<file path="config.mk">
export PLATFORM = sky130hd
export DESIGN_NAME = oe_split_scheduler
export DESIGN_NICKNAME = d
export VERILOG_FILES = /design/src/rtl/oe_split_scheduler_pkg.sv /design/src/rtl/oe_split_scheduler_deinterleave.sv /design/src/rtl/oe_split_scheduler.sv
export SDC_FILE = /design/constraint.sdc
export NUM_CORES = 1
export LEC_CHECK = 0
export BUFFER_PORTS_ARGS = -buffer_cell sky130_fd_sc_hd__buf_2
export CAP_MARGIN = 20
export CELL_PAD_IN_SITES_DETAIL_PLACEMENT = 0
export CELL_PAD_IN_SITES_GLOBAL_PLACEMENT = 1
export CORE_UTILIZATION = 30
export CTS_CLUSTER_DIAMETER = 50
export DETAILED_ROUTE_END_ITERATION = 6
export HOLD_SLACK_MARGIN = 0.12
export PLACE_DENSITY_LB_ADDON = 0.1
export SYNTH_ARGS = -nofsm -noshare
export SYNTH_HDL_FRONTEND = slang
export SYNTH_SLANG_ARGS = --single-unit
</file>
<file path="constraint.sdc">
create_clock -name clk -period 1.5 [get_ports clk]
set_input_delay 0.075 -clock clk [delete_from_list [all_inputs] [get_ports clk]]
set_output_delay 0.075 -clock clk [all_outputs]
set_load 0.1 [all_outputs]
</file>
<file path="src/rtl/oe_split_scheduler_pkg.sv">
// Shared constants and types for the even/odd operand split scheduler.
// Latency: none; this file holds only types and constants.
// Backpressure: none.
package oe_split_scheduler_pkg;

   localparam int OBS_N = 42;
   localparam int OBS_H = 21;

   // Beat order on the sub-multiplier port; value k feeds recombiner input in(k+1)
   typedef enum logic [1:0] {
      BEAT_EE = 2'd0,
      BEAT_EO = 2'd1,
      BEAT_OE = 2'd2,
      BEAT_OO = 2'd3
   } beat_e;

   typedef enum logic {
      ST_IDLE  = 1'b0,
      ST_ISSUE = 1'b1
   } state_e;

endpackage

</file>
<file path="src/rtl/oe_split_scheduler_deinterleave.sv">
// Even/odd coefficient splitter: even_o[i] = din[2i], odd_o[i] = din[2i+1].
// Latency: purely combinational.
// Backpressure: none; the split is pure wiring.
module oe_deinterleave
   import oe_split_scheduler_pkg::*;
#(
   parameter int N = OBS_N
) (
   input  logic [N-1:0]   din,
   output logic [N/2-1:0] even_o,
   output logic [N/2-1:0] odd_o
);

   // Gather alternate coefficients into two half-width polynomials
   always_comb begin
      even_o = '0;
      odd_o  = '0;
      for (int i = 0; i < N / 2; i++) begin
         even_o[i] = din[2*i];
         odd_o[i]  = din[2*i+1];
      end
   end

endmodule

</file>
<file path="src/rtl/oe_split_scheduler.sv">
// Splits A,B into even/odd halves and issues (Ae,Be),(Ae,Bo),(Ao,Be),(Ao,Bo) to a shared 21x21 multiplier.
// Latency: first beat valid the cycle after accept; 4 beats per block; 1-cycle bubble between blocks.
// Backpressure: beats hold stable while out_ready is low; OE_SPLIT_PREFETCH_EN adds a 1-entry buffer for zero-bubble blocks.
module oe_split_scheduler
   import oe_split_scheduler_pkg::*;
#(
   parameter  int N = OBS_N,
   localparam int H = N / 2
) (
   input  logic         clk,
   input  logic         rst_n,
   input  logic         in_valid,
   output logic         in_ready,
   input  logic [N-1:0] A_in,
   input  logic [N-1:0] B_in,
   output logic         out_valid,
   input  logic         out_ready,
   output logic [H-1:0] out_a,
   output logic [H-1:0] out_b,
   output logic [1:0]   out_idx,
   output logic         out_last,
   output logic         busy
);

   // Operands are held already split, so the beat mux is a plain 2:1 select per side
   typedef struct packed {
      logic [H-1:0] ae;
      logic [H-1:0] ao;
      logic [H-1:0] be;
      logic [H-1:0] bo;
   } halves_t;

   state_e     state_q, state_d;
   logic [1:0] idx_q, idx_d;
   halves_t    ops_q, ops_d;
   halves_t    in_ops;

   logic [H-1:0] a_even, a_odd, b_even, b_odd;
   logic         in_fire, out_fire, last_fire;

   oe_deinterleave #(.N(N)) u_split_a (
      .din    (A_in),
      .even_o (a_even),
      .odd_o  (a_odd)
   );

   oe_deinterleave #(.N(N)) u_split_b (
      .din    (B_in),
      .even_o (b_even),
      .odd_o  (b_odd)
   );

   assign in_ops = {a_even, a_odd, b_even, b_odd};

`ifdef OE_SPLIT_PREFETCH_EN
   logic    buf_vld_q, buf_vld_d;
   halves_t buf_q, buf_d;

   assign in_ready = !buf_vld_q;
   assign busy     = (state_q == ST_ISSUE) || buf_vld_q;
`else
   assign in_ready = (state_q == ST_IDLE);
   assign busy     = (state_q == ST_ISSUE);
`endif

   assign out_valid = (state_q == ST_ISSUE);
   assign out_idx   = idx_q;
   assign out_last  = (idx_q == BEAT_OO);
   // idx bit 1 selects the odd half of A, bit 0 the odd half of B
   assign out_a     = idx_q[1] ? ops_q.ao : ops_q.ae;
   assign out_b     = idx_q[0] ? ops_q.bo : ops_q.be;

   assign in_fire   = in_valid && in_ready;
   assign out_fire  = out_valid && out_ready;
   assign last_fire = out_fire && (idx_q == BEAT_OO);

   // Next-state: accept in IDLE, step the beat index on each handshake, end or chain on the last beat
   always_comb begin
      state_d = state_q;
      idx_d   = idx_q;
      ops_d   = ops_q;
`ifdef OE_SPLIT_PREFETCH_EN
      buf_vld_d = buf_vld_q;
      buf_d     = buf_q;
`endif
      case (state_q)
         ST_IDLE: begin
            if (in_fire) begin
               ops_d   = in_ops;
               idx_d   = BEAT_EE;
               state_d = ST_ISSUE;
            end
         end
         ST_ISSUE: begin
            if (out_fire) begin
               idx_d = idx_q + 2'd1;
            end
`ifdef OE_SPLIT_PREFETCH_EN
            if (last_fire && buf_vld_q) begin
               ops_d     = buf_q;
               buf_vld_d = 1'b0;
            end else if (last_fire && in_fire) begin
               // Buffer is empty and the block ends now: load straight into the issue registers
               ops_d = in_ops;
            end else if (last_fire) begin
               state_d = ST_IDLE;
            end else if (in_fire) begin
               buf_d     = in_ops;
               buf_vld_d = 1'b1;
            end
`else
            if (last_fire) begin
               state_d = ST_IDLE;
            end
`endif
         end
         default: begin
            state_d = ST_IDLE;
            idx_d   = BEAT_EE;
         end
      endcase
   end

   // State, beat index and issue operand registers
   always_ff @(posedge clk or negedge rst_n) begin
      if (!rst_n) begin
         state_q <= ST_IDLE;
         idx_q   <= BEAT_EE;
         ops_q   <= '0;
      end else begin
         state_q <= state_d;
         idx_q   <= idx_d;
         ops_q   <= ops_d;
      end
   end

`ifdef OE_SPLIT_PREFETCH_EN
   // One-entry prefetch buffer holding the next block's split operands
   always_ff @(posedge clk or negedge rst_n) begin
      if (!rst_n) begin
         buf_vld_q <= 1'b0;
         buf_q     <= '0;
      end else begin
         buf_vld_q <= buf_vld_d;
         buf_q     <= buf_d;
      end
   end
`endif

endmodule
</file>
# == Word level (Yosys, flattened, before mapping) ==
# Cells that the tools add are included.
# totals
elab_cells,24
ff_bits,87
# classes
reduce_logical,5
bitwise,1
n_addsub,1
n_mux,8
n_eq_ne,3
# ops
operator,n
21-bit 2-to-1 mux,2
2-bit 2-to-1 mux,2
"2-bit by 1-bit inequality test with 1-bit output, second input constant",2
2-bit case mux with 2 select lines,1
2-bit AND reduction,2
1-bit logical AND,3
"2-bit by 1-bit adder with 2-bit output, second input constant",1
"2-bit == test, second input constant",1
1-bit 2-to-1 mux,2
1-bit case mux with 2 select lines,1
1-bit NOT,1

# == Logic depth before layout (Yosys ltp) ==
# logic_depth
word_depth,4
ltp_mapped,4
depth_no_buf,3

# == By module ==
# From an unflattened synthesis, not the netlist that was laid out.
# unflattened
hier_cells,322
area_unflattened_um2,4638.2
# by_module_without_submodules
module,n_inst,seq_area_each_um2,cells_each,area_each_um2
oe_split_scheduler,1,2177.1,238,4007.6
oe_deinterleave,2,0.0,42,315.3

# == Least setup slack after synthesis ==
# OpenSTA, ideal clock, no wires.
# synth_timing
path_kind,register -> register
start,register idx_q[0] (netlist: out_idx[0])
end,register state_q (netlist: busy)
path_stages_with_launch,3
path_slack_ps,-776
setup_ps,179
arrival_ps,2097
cell_sequence,dfrtp_1 ha_1 a31oi_1
# synth_between
elab_chain_len,4
# synth_rtl
item,line,source
from (decl),oe_split_scheduler.sv:34,"logic [1:0] idx_q, idx_d;"
from (signal assigned),oe_split_scheduler.sv:132,idx_q <= idx_d;
2-bit == test,-,
net out_last,oe_split_scheduler.sv:21,"output logic out_last,"
1-bit logical AND,oe_split_scheduler.sv:75,assign last_fire = out_fire && (idx_q == BEAT_OO);
1-bit 2-to-1 mux,oe_split_scheduler.sv:112,if (last_fire) begin
1-bit case mux with 2 select lines,oe_split_scheduler.sv:86,case (state_q)
net state_d,oe_split_scheduler.sv:33,"state_e state_q, state_d;"
to (signal assigned),oe_split_scheduler.sv:131,state_q <= state_d;
to (decl),oe_split_scheduler.sv:33,
# The timed path passes the listed nets, and every way through them passes these cells.
# A chain may end at the register's enable or synchronous reset.

# == Worst setup path after layout ==
# layout_timing
start,register idx_q[1] (netlist: out_idx[1])
end,output port out_a[1]
# layout_between
elab_chain_len,1
# layout_rtl
item,line,source
21-bit 2-to-1 mux,oe_split_scheduler.sv:70,assign out_a = idx_q[1] ? ops_q.ao : ops_q.ae;
to (decl),oe_split_scheduler.sv:18,"output logic [H-1:0] out_a,"
# Every way passes these cells.

==> metrics.yaml <==
drv_slew: 0
diodes: 0
gp_congestion: 0.724
slowest_delay_ns: 0.50
cts_root_buf: "clkbuf_16"
clkSinkCount: 87
synth_top_cell_area_share_pct: 54.3
syn_area_um2: 4010
critPathCaptureType: "primary output"
htreeDepth: 3
max_freq_mhz: 632
grt_pass1_wl_um: 16500
synth_area_leader_cell: "dfrtp_1"
yosys_register_bits: 87
syn_avg_cell_area_um2: 16.8
grt_pass1_vias: 3166
timing.hold.ws_ns: 0.147
fin_ws_ns: -0.0826
drtIter0Drc: 72
slew_headroom_pct: 68.1
worstHoldPathType: "in -> async"
fill_cells: 1086
initial_utilization_pct: 31.2
final_layout_size_suffix_gt1_share_pct: 62.7
cts_buffers: 9
arrival_ns: 1.51
fp.dieH_um: 118
multiInputGateArea_um2: 1730
worst-slew-pin-transition_ns: 0.482
ioPinCount: 136
rsz0062_at_grt: "yes"
final_common_cell: "buf_2"
synthToLayoutAreaGrowth_pct: 75.5
dp_hpwl_um: 5890
via_count: 2816
period_share_pct: 106
antenna_found_initial: 0
drv_cap: 0
ys_warn_count: 0
layout_common_cells: "88 x buf_2, 87 x dlygate4sd3_1, 84 x dfrtp_1"
drt-pass1-iter-count: 4
via_per_inst: 4.30
clockBufferDepth: 2
clk_pin_slew_worst_paths_ns: 0.06
placed_cells: 539
clock-skew-final_ns: 0.00545
portBuffers: 135
grt_overflow: 0
violations: "negative setup slack"
routed_wirelength_um: 9880
cp_data_required_time_ns: 1.42
critPathKind: "reg -> out"
yosys-top-cells-area: "dfrtp_1 54%, mux2_4 22%, mux2_2 19%"
hold_violations: 0
synthesis.nets: 327
fin_nets: 567
die_x_um: 118
ant_nets: 0
wl_per_cell_um: 15.1
setup_tns_ns: -2.56
dieArea_um2: 13800
cts_tree: "done"
final_cells: 655
crit_path_start_kind: "register"
clock_latency_ns: 0.34
worstPathMaxFanout: 12
synth_cell_types: 14
setup_violations: 42
syn_inst: 238
yosysSeqAreaShare_pct: 54.3
gr-usage-all-layers_pct: 15.4
grt_max_degree: 41
critPathSlowestCell: "dfrtp_4"
layout_min_cycle_time_ns: 1.58
status: "finished with violations"
drcViolationCount: 0
path_cells: "buf_12 -> mux2_4 -> buf_12"
core_um2: 12800
final-seq-area_um2: 2190
cpMostUsedCell: "buf_12"
num_rows: 41
## path summary, 6_finish.rpt
kind                             from        end  slack (ns)  cells past startpoint
max in group asynchronous       rst_n  ops_q[74]        0.78                      3
max                        out_idx[1]   out_a[1]       -0.08                      3
min reg2reg                 ops_q[29]  ops_q[29]        0.50                      1
max reg2reg                      busy  ops_q[72]        0.06                      4
min                             rst_n  ops_q[36]        0.15                      2
min in group clk             A_in[21]  ops_q[52]        0.49                      3
## flip-flops by register name (all words and copies together), names as in the netlist
register and count:
busy 1, out_idx 2, ops_q 84
## cell families (layout without fill, tap and decap cells)
| kind of cell | after synthesis | after routing | synth area share [%] |
|---|---|---|---|
| mux | 127 | 127 | 41.3 |
| flops | 87 | 87 | 54.3 |
| buf+inv | 16 | 261 | 3.09 |
| compound gates | 4 | 4 | 0.531 |
| simple gates | 3 | 3 | 0.437 |
| fa+ha+maj | 1 | 1 | 0.312 |
## area by class of cell
cell class / instances / share of cell area (%)
Clock buffer: 10 / 3.26
Clock inverter: 6 / 1.89
Inverter: 2 / 0.107
Multi-Input combinational cell: 135 / 24.6
Sequential cell: 87 / 31.1
Tap cell: 172 / 3.06
Timing Repair Buffer: 243 / 36.0
## worst max-delay path: cells and delay by family (launching register included)
family	cells	cell delay, ns
muxes	1	0.32
DFF	1	0.50
buffers and inverters	2	0.33
## metal layers
layer | track usage, % | routed length (µm)
met1 | 19.6 | 4500
met2 | 24.6 | 4630
met3 | 4.80 | 600
met4 | 5.53 | 152
met5 | 0 | 0
## what timing repair did
action	4_1_cts	5_1_grt
hold buffers	87	0
hold endpoints to repair	174	0
resized for setup	6	2
gates cloned	1	1
setup buffers	6	5
setup endpoints to repair	47	95
## cells in the mapped netlist
cell,count
buf_6,7
buf_4,1
dfrtp_1,87
mux2_4,60
nor2_1,1
mux2_2,67
a31oi_1,1
inv_1,2
a21oi_1,2
nand3_1,1
ha_1,1
o21ai_0,1
nor2b_2,1
buf_2,6
## through the flow
| stage | instance area, µm² | utilization [%] | worst slack, ns |
|---|---|---|---|
| after floorplan | 4040 | - | -0.0462 |
| after global placement | 5600 | 43.6 | 0.0282 |
| after detailed placement | 5600 | 43.6 | 0.0149 |
| after CTS | 6960 | 54.3 | -0.0982 |
| after global routing | 7030 | 54.8 | -0.126 |
| final | 7030 | 54.8 | -0.0826 |
Power is left out: the tool's default activity adds up to more than one toggle a clock period on the data nets, which glitch-free logic cannot reach.
